===== src/rtl/calc_input_controller_if.sv =====
// ============================================================================
// Module      : calc_input_controller_if
// Description : Keypad/ALU/screen bundle for the calculator input sequencer.
// Revision    : 1.0 - initial release
// ============================================================================
`default_nettype none

interface calc_input_controller_if;
    logic        enter;
    logic [2:0]  pos_x;
    logic [1:0]  pos_y;
    logic        mode;
    logic [15:0] alu_result;
    logic        alu_done;
    logic [15:0] op1;
    logic [15:0] op2;
    logic [2:0]  op;
    logic        alu_start;
    logic [15:0] input_screen;
    logic [1:0]  state;
    logic        err;

    // Controller side
    modport master (
        input  enter, pos_x, pos_y, mode, alu_result, alu_done,
        output op1, op2, op, alu_start, input_screen, state, err
    );

    // Keypad / ALU / screen side
    modport slave (
        output enter, pos_x, pos_y, mode, alu_result, alu_done,
        input  op1, op2, op, alu_start, input_screen, state, err
    );
endinterface

`default_nettype wire


===== src/rtl/calc_input_controller.sv =====
// ============================================================================
// Module      : calc_input_controller
// Description : Decodes keypad presses into operands/operator, runs the ALU
//               start/done handshake with timeout, and drives the entry box.
// Revision    : 1.0 - initial release
// ============================================================================
`default_nettype none

module calc_input_controller #(
    parameter int MAX_DIGITS = 4,
    parameter int TIMEOUT    = 1023,
    parameter int TO_W       = 10
) (
    input  wire logic               clk,
    input  wire logic               rst,
    calc_input_controller_if.master ctrl
);

    localparam int CNT_W = $clog2(MAX_DIGITS + 1);

    typedef enum logic [1:0] {
        S_OP1    = 2'd0,
        S_OP2    = 2'd1,
        S_WAIT   = 2'd2,
        S_RESULT = 2'd3
    } state_t;

    state_t            state_q, state_d;
    logic [15:0]       entry_q, entry_d;
    logic [CNT_W-1:0]  count_q, count_d;
    logic [15:0]       op1_q, op1_d;
    logic [15:0]       op2_q, op2_d;
    logic [2:0]        op_q, op_d;
    logic [15:0]       result_q, result_d;
    logic              err_q, err_d;
    logic              start_q, start_d;
    logic [TO_W-1:0]   to_cnt_q, to_cnt_d;

    logic [3:0]  key_val;
    logic        key_digit, key_oper, key_ce, key_clr, key_exe;
    logic [2:0]  oper_code;
    logic [15:0] entry_app;
    logic        room;

    assign key_val   = {ctrl.pos_y, ctrl.pos_x[1:0]};
    assign key_digit = ctrl.enter && !ctrl.pos_x[2] && (ctrl.mode || (key_val < 4'd10));
    assign key_oper  = ctrl.enter && ((ctrl.pos_x == 3'd4) ||
                                      (ctrl.pos_x == 3'd5 && ctrl.pos_y == 2'd0));
    assign oper_code = (ctrl.pos_x == 3'd4) ? {1'b0, ctrl.pos_y} : 3'd4;
    assign key_ce    = ctrl.enter && (ctrl.pos_x == 3'd5) && (ctrl.pos_y == 2'd1);
    assign key_clr   = ctrl.enter && (ctrl.pos_x == 3'd5) && (ctrl.pos_y == 2'd2);
    assign key_exe   = ctrl.enter && (ctrl.pos_x == 3'd5) && (ctrl.pos_y == 2'd3);
    assign entry_app = {entry_q[11:0], key_val};
    assign room      = (count_q < CNT_W'(MAX_DIGITS));

    always_comb begin
        state_d  = state_q;
        entry_d  = entry_q;
        count_d  = count_q;
        op1_d    = op1_q;
        op2_d    = op2_q;
        op_d     = op_q;
        result_d = result_q;
        err_d    = err_q;
        start_d  = 1'b0;
        to_cnt_d = to_cnt_q;

        // CLR beats everything, including a simultaneous alu_done in WAIT
        if (key_clr || (state_q == S_RESULT && key_ce)) begin
            state_d  = S_OP1;
            entry_d  = '0;
            count_d  = '0;
            op1_d    = '0;
            op2_d    = '0;
            op_d     = '0;
            result_d = '0;
            err_d    = 1'b0;
        end else begin
            case (state_q)
                S_OP1, S_OP2: begin
                    if (key_digit) begin
                        err_d = 1'b0;
                        if (room) begin
                            entry_d = entry_app;
                            count_d = count_q + CNT_W'(1);
                        end
                    end else if (key_ce) begin
                        entry_d = '0;
                        count_d = '0;
                    end else if (key_oper) begin
                        if (state_q == S_OP1) begin
                            op1_d   = entry_q;
                            op_d    = oper_code;
                            entry_d = '0;
                            count_d = '0;
                            state_d = S_OP2;
                        end else if (count_q == '0) begin
                            op_d = oper_code;
                        end
                    end else if (key_exe && state_q == S_OP2) begin
                        op2_d    = entry_q;
                        start_d  = 1'b1;
                        to_cnt_d = '0;
                        state_d  = S_WAIT;
                    end
                end
                S_WAIT: begin
                    if (ctrl.alu_done) begin
                        result_d = ctrl.alu_result;
                        state_d  = S_RESULT;
                    end else if (to_cnt_q == TO_W'(TIMEOUT - 1)) begin
                        result_d = 16'hFFFF;
                        err_d    = 1'b1;
                        state_d  = S_RESULT;
                    end else begin
                        to_cnt_d = to_cnt_q + TO_W'(1);
                    end
                end
                S_RESULT: begin
                    if (key_digit) begin
                        entry_d = {12'h000, key_val};
                        count_d = CNT_W'(1);
                        err_d   = 1'b0;
                        state_d = S_OP1;
                    end else if (key_oper) begin
                        op1_d   = result_q;
                        op_d    = oper_code;
                        entry_d = '0;
                        count_d = '0;
                        state_d = S_OP2;
                    end
                end
                default: state_d = S_OP1;
            endcase
        end
    end

    always_ff @(posedge clk or posedge rst) begin
        if (rst) begin
            state_q  <= S_OP1;
            entry_q  <= '0;
            count_q  <= '0;
            op1_q    <= '0;
            op2_q    <= '0;
            op_q     <= '0;
            result_q <= '0;
            err_q    <= 1'b0;
            start_q  <= 1'b0;
            to_cnt_q <= '0;
        end else begin
            state_q  <= state_d;
            entry_q  <= entry_d;
            count_q  <= count_d;
            op1_q    <= op1_d;
            op2_q    <= op2_d;
            op_q     <= op_d;
            result_q <= result_d;
            err_q    <= err_d;
            start_q  <= start_d;
            to_cnt_q <= to_cnt_d;
        end
    end

    // The entry box shows the operand being typed until a result exists
    assign ctrl.input_screen = (state_q == S_RESULT) ? result_q : entry_q;
    assign ctrl.op1          = op1_q;
    assign ctrl.op2          = op2_q;
    assign ctrl.op           = op_q;
    assign ctrl.alu_start    = start_q;
    assign ctrl.state        = state_q;
    assign ctrl.err          = err_q;

endmodule

`default_nettype wire


===== src/flat_wrapper.sv =====
// flat-port wrapper written by rule: the top's interface ports become plain ports
module calc_input_controller_flat 
#(
    parameter int MAX_DIGITS = 4,
    parameter int TIMEOUT    = 1023,
    parameter int TO_W       = 10
)
  (clk, rst, ctrl_enter, ctrl_pos_x, ctrl_pos_y, ctrl_mode, ctrl_alu_result, ctrl_alu_done, ctrl_op1, ctrl_op2, ctrl_op, ctrl_alu_start, ctrl_input_screen, ctrl_state, ctrl_err);
  calc_input_controller_if ctrl_i ();
  input  wire logic clk;
  input  wire logic rst;
  input wire logic [$bits(ctrl_i.enter)-1:0] ctrl_enter;
  input wire logic [$bits(ctrl_i.pos_x)-1:0] ctrl_pos_x;
  input wire logic [$bits(ctrl_i.pos_y)-1:0] ctrl_pos_y;
  input wire logic [$bits(ctrl_i.mode)-1:0] ctrl_mode;
  input wire logic [$bits(ctrl_i.alu_result)-1:0] ctrl_alu_result;
  input wire logic [$bits(ctrl_i.alu_done)-1:0] ctrl_alu_done;
  output wire logic [$bits(ctrl_i.op1)-1:0] ctrl_op1;
  output wire logic [$bits(ctrl_i.op2)-1:0] ctrl_op2;
  output wire logic [$bits(ctrl_i.op)-1:0] ctrl_op;
  output wire logic [$bits(ctrl_i.alu_start)-1:0] ctrl_alu_start;
  output wire logic [$bits(ctrl_i.input_screen)-1:0] ctrl_input_screen;
  output wire logic [$bits(ctrl_i.state)-1:0] ctrl_state;
  output wire logic [$bits(ctrl_i.err)-1:0] ctrl_err;
  assign ctrl_i.enter = ctrl_enter;
  assign ctrl_i.pos_x = ctrl_pos_x;
  assign ctrl_i.pos_y = ctrl_pos_y;
  assign ctrl_i.mode = ctrl_mode;
  assign ctrl_i.alu_result = ctrl_alu_result;
  assign ctrl_i.alu_done = ctrl_alu_done;
  assign ctrl_op1 = ctrl_i.op1;
  assign ctrl_op2 = ctrl_i.op2;
  assign ctrl_op = ctrl_i.op;
  assign ctrl_alu_start = ctrl_i.alu_start;
  assign ctrl_input_screen = ctrl_i.input_screen;
  assign ctrl_state = ctrl_i.state;
  assign ctrl_err = ctrl_i.err;
  calc_input_controller #(.MAX_DIGITS(MAX_DIGITS), .TIMEOUT(TIMEOUT), .TO_W(TO_W)) u_core (.clk(clk), .rst(rst), .ctrl(ctrl_i));
endmodule

===== config.mk =====
export PLATFORM = sky130hd
export DESIGN_NAME = calc_input_controller_flat
export DESIGN_NICKNAME = d
export VERILOG_FILES = /design/src/rtl/calc_input_controller_if.sv /design/src/rtl/calc_input_controller.sv /design/src/flat_wrapper.sv
export SDC_FILE = /design/constraint.sdc
export NUM_CORES = 1
export LEC_CHECK = 0
export CAP_MARGIN = 0
export CORE_MARGIN = 2
export CORE_UTILIZATION = 47
export DETAILED_ROUTE_END_ITERATION = 6
export PLACE_DENSITY = 0.8
export SYNTH_ARGS = -nofsm -noshare
export SYNTH_HDL_FRONTEND = slang
export SYNTH_SLANG_ARGS = --single-unit

===== constraint.sdc =====
create_clock -name clk -period 8 [get_ports clk]
set_input_delay 2.4 -clock clk [delete_from_list [all_inputs] [get_ports clk]]
set_output_delay 2.4 -clock clk [all_outputs]
set_load 0.01 [all_outputs]

Word-level counts from Yosys, hierarchy flattened

Index checks and enable logic that the tools add are counted.

Add/subtract/negate cells: 2
Magnitude comparators: 2
Equal/unequal tests: 35
Mux-type cells: 76
Bitwise gates (word level): 1
Reductions and logical operators: 33

Operator list:

| kind                  | count |
|---|---|
| $mux 16               | 26 |
| $pmux 16 s2           | 2 |
| $mux 10               | 6 |
| $mux 3                | 17 |
| $mux 2                | 10 |
| $pmux 10 s2           | 1 |
| $ne 2x2->1 const B    | 8 |
| $ne 3x1->1 const B    | 5 |
| $reduce_and 7->1      | 2 |
| $ne 4x1->1 const B    | 3 |
| $pmux 3 s2            | 2 |
| $add 10x1->10 const B | 1 |
| $eq 10x10->1 const B  | 1 |
| $logic_and 1x1->1     | 10 |
| $mux 1                | 10 |
| $ne 5x1->1 const B    | 2 |
| $reduce_and 5->1      | 2 |
| $ne 3x3->1 const B    | 3 |
| $eq 2x2->1 const B    | 4 |
| $ne 4x4->1 const B    | 2 |
| $reduce_and 8->1      | 1 |
| $reduce_bool 2->1     | 4 |
| $eq 3x3->1 const B    | 2 |
| $pmux 2 s3            | 1 |
| other kinds (19)      | 24 |

Register bits: 84

Depth between registers and ports, before layout

Depth after elaboration: 10
Gate-level depth with buffers: 9
Depth with buffers taken out: 7

Worst setup path after synthesis

No wires, ideal clock.

Kind: input-to-reg
Start point: input ctrl_pos_x[1]
End point: register u_core.to_cnt_q[1]
Setup time: 0.128 ns
Arrival time: 3.687 ns
Required time: 7.872 ns
Setup slack: 4.185 ns
Cell stages on the path: 5
Path buffers: 1
Cells stage by stage: and4b_1 > buf_2 > a41oi_4 > a211oi_4 > mux2_1

Cells in the longest elaborated chain, start to end: 7

RTL lines:

| element                                                            | line                         | source |
|---|---|---|
| start: declaration                                                 | flat_wrapper.sv:13           | `input wire logic [$bits(ctrl_i.pos_x)-1:0] ctrl_pos_x;` |
| parallel branches: the longest is 6 deep, another holds $lt 4x4->1 | -                            |  |
| $reduce_and 8->1 (no line) *                                       | -                            |  |
| end signal: assignment                                             | calc_input_controller.sv:160 | `to_cnt_q <= to_cnt_d;` |
| end: declaration                                                   | calc_input_controller.sv:37  | `logic [TO_W-1:0] to_cnt_q, to_cnt_d;` |

Every way passes the cells marked *.
A chain may end at the register's enable or synchronous reset.

Final worst setup path

Start point: register u_core.state_q[1], in the netlist u_core.ctrl.state[1]
End point: output ctrl_input_screen[3]

Cells in the longest elaborated chain, start to end: 2

RTL lines:

| element                  | line                         | source |
|---|---|---|
| start: declaration       | calc_input_controller.sv:28  | `state_t state_q, state_d;` |
| start signal: assignment | calc_input_controller.sv:151 | `state_q <= state_d;` |
| $eq 2x2->1               | calc_input_controller.sv:165 | `assign ctrl.input_screen = (state_q == S_RESULT) ? result_q : entry_q;` |
| $mux 16                  | calc_input_controller.sv:165 |  |
| end: declaration         | flat_wrapper.sv:22           | `output wire logic [$bits(ctrl_i.input_screen)-1:0] ctrl_input_screen;` |

Every way passes these cells.

==> metrics.txt <==
Finish-stage setup viols 0; FMAX 0.1970 GHz; global-route wire length before repair between 15000 and 20000 µm; Synth cell types 55; slowest CP cell and2_1; synthesized flop and latch total 84; Crit Path Category reg -> out; Via density 5.652; IO Count 81; WHS Path Cells 1; Crit. End Element output pin; setup slack, reg-to-reg approximately 5.3 ns; drt first pass iters 4; Post-CTS Setup Inserts 0; hold_sp u_core.ctrl.op2[9]; crit path buf inv count 1; Top FF cell, synth dfrtp_1; CP max FO 21; outcome completed; CP peak stage delay about 0.76 ns; Static Leak around 2.2 nW; Peak VDD IR around 140 µV; Initial DRC Count ~200; die height 97.33 µm; CTS Buffer Depth 2; DIE WIDTH 97.33 µm; Ant. Diodes 0; IO Port Bufs 80; Final period util between 60% and 70%; CP cell instances and2_1 -> nand2_1 -> nand2_1 -> clkdlybuf4s50_1; CP delay by family, top simple AND/OR/NAND/NOR gates; Routed WL ~10000 µm; CTS Hold Buffers Added 0; post_cts resized 0; total global routing overflow 0; DRC Markers 0; site row count 34; Vias 3295; Max Cap Viol 0; share of layout cells above drive strength 1 7.789%; initial antenna violation count 0; Syn Nets ~430; Max-slew headroom about 15%; syn avg cell area around 10 µm²; Setup TNS Final 0 ns; most numerous cell on the critical path nand2_1; startpoint types register; clock sinks 84; GRT Overall Usage a little over a fifth; power density over cell area ~350 nW/µm²; hold endpoint u_core.ctrl.op2[9]; unrepaired setup endpoints after global routing false; most common cell after layout, fill and taps aside dfrtp_1; WP data required ~5.6 ns; Worst-Skew Late Latency 0.35 ns; Final ANT Viol Nets 0; Pins Over Slew Limit 0; core area 8593 µm²; Mapped Cells 404; number of synthesized flops with an enable pin 0; largest net degree at the start of global routing 85; TritonCTS Buffers 9; Async SR Flop Fraction 100.0%; Hold WC Path Type reg -> reg; measured slew at the worst slew-check pin 1.259 ns; H-Tree Depth 3; TritonCTS clock tree built; post-route cell area roughly 5100 µm²; Total Nets Final around 500; Starting Density between 40% and 50%; Detail Placement HPWL about 7100 µm; synth warn 0; vias in the first global route 3390; drt wl/cell between 15 and 20 µm; Layout Skew ~0.013 ns; Reg2Reg Launch Point u_core.ctrl.state[1]; reg2reg end u_core.count_q[2]; register area share after synthesis between 50 and 60%; die area roughly 9500 µm²; Arr. time, crit path around 2.7 ns; routability cong. 0.8307; Area Overhead vs Synth 25.76%; Clk pin slew, worst setup/hold paths around 0.080 ns; CTS Root Cell clkbuf_8; Mapped Area slightly above 4000 µm²; final hold vios 0; worst hold margin approximately 0.5 ns; minimum clock period 5.077 ns; worst r2r path cells 4; most frequent cells in the layout dfrtp_1, clkdlybuf4s50_1, nand2_1; Placed Area 4925 µm²
## metal layers
layer | GRT usage [%] | routed length (µm) | vias to the layer above
met5 | 0 | 0 | -
met4 | 6.090 | 142 | 0
met3 | 3.381 | 405 | 15
met2 | 37.13 | 5008 | 88
met1 | 28.81 | 4247 | 1635
li1 | - | - | 1557
## power breakdown
group,total (W),switching [W],internal (W)
Clock,0.000337,0.000153,0.000184
Sequential,0.000733,0.000152,0.000581
Combinational,0.000740,0.000362,0.000377
## worst max path at each step
stage                         startpoint                    to  slack, ns  cells after the start
floorplan                            rst     u_core.count_q[0]       3.43                      1
global placement           ctrl_pos_y[1]     u_core.entry_q[3]       2.98                      6
detailed placement         ctrl_pos_y[1]     u_core.entry_q[0]       2.79                      6
CTS                 u_core.ctrl.state[1]  ctrl_input_screen[3]       2.96                      4
global route        u_core.ctrl.state[1]  ctrl_input_screen[9]       2.69                      4
finish              u_core.ctrl.state[1]  ctrl_input_screen[3]       2.92                      4
## Yosys cell counts (all sizes together) (2+ instances only)
master   instances  area (µm²)
dfrtp           84        2102
nand2           72       270.3
a22o            49       429.2
nor2            31       121.4
a21oi           23       115.1
buf             23       122.6
nand2b          18       112.6
inv             15       56.30
o21ai           13       65.06
nand4            7       50.05
a2111oi          5       87.59
xnor2            5       43.79
and2             4       25.02
clkbuf           4       15.01
ha               4       50.05
nand3            4       20.02
nor2b            4       25.02
nor3             4       25.02
a211oi           3       35.03
a31o             3       26.28
a31oi            2       12.51
a41oi            2       36.29
and4             2       17.52
and4b            2       20.02
o211ai           2       15.01
o21a             2       15.01
o31ai            2       33.78
## cell families after synthesis
kind of cell | share of synthesized area, %
AOI/OAI and AO/OA | 22.89
xor gates and xnor gates | 1.070
adders and majority gates | 1.223
buffers and inverters | 4.737
DFF | 51.34
muxes | 0.2750
and+or+nand+nor | 18.46
## per-stage QoR
step,utilization [%],power [W],setup WS [ns],std cells
finish,59.92,0.001810,2.923,583
global route,59.92,0.001925,2.692,583
CTS,59.92,0.001818,2.959,583
detailed placement,57.31,0.001481,2.788,568
global placement,57.31,0.001448,2.979,568
floorplan,-,0.001154,3.435,404
## final cells by class
cell class	instances	area [µm²]
fill	752	3445
multi-input combinational	278	1807
clock inverter	5	86.33
clock buffer	10	137.6
sequential	84	2102
inverter	15	57.56
timing repair buffer	83	823.3
tap	108	135.1
## flip-flops by register name, summed over array words and instances (netlist names)
signal,count
u_core.count_q,3
u_core.ctrl.alu_start,1
u_core.ctrl.err,1
u_core.ctrl.op,3
u_core.ctrl.op1,16
u_core.ctrl.op2,16
u_core.ctrl.state,2
u_core.entry_q,16
u_core.result_q,16
u_core.to_cnt_q,10
(Power assumes the default switching activity.)
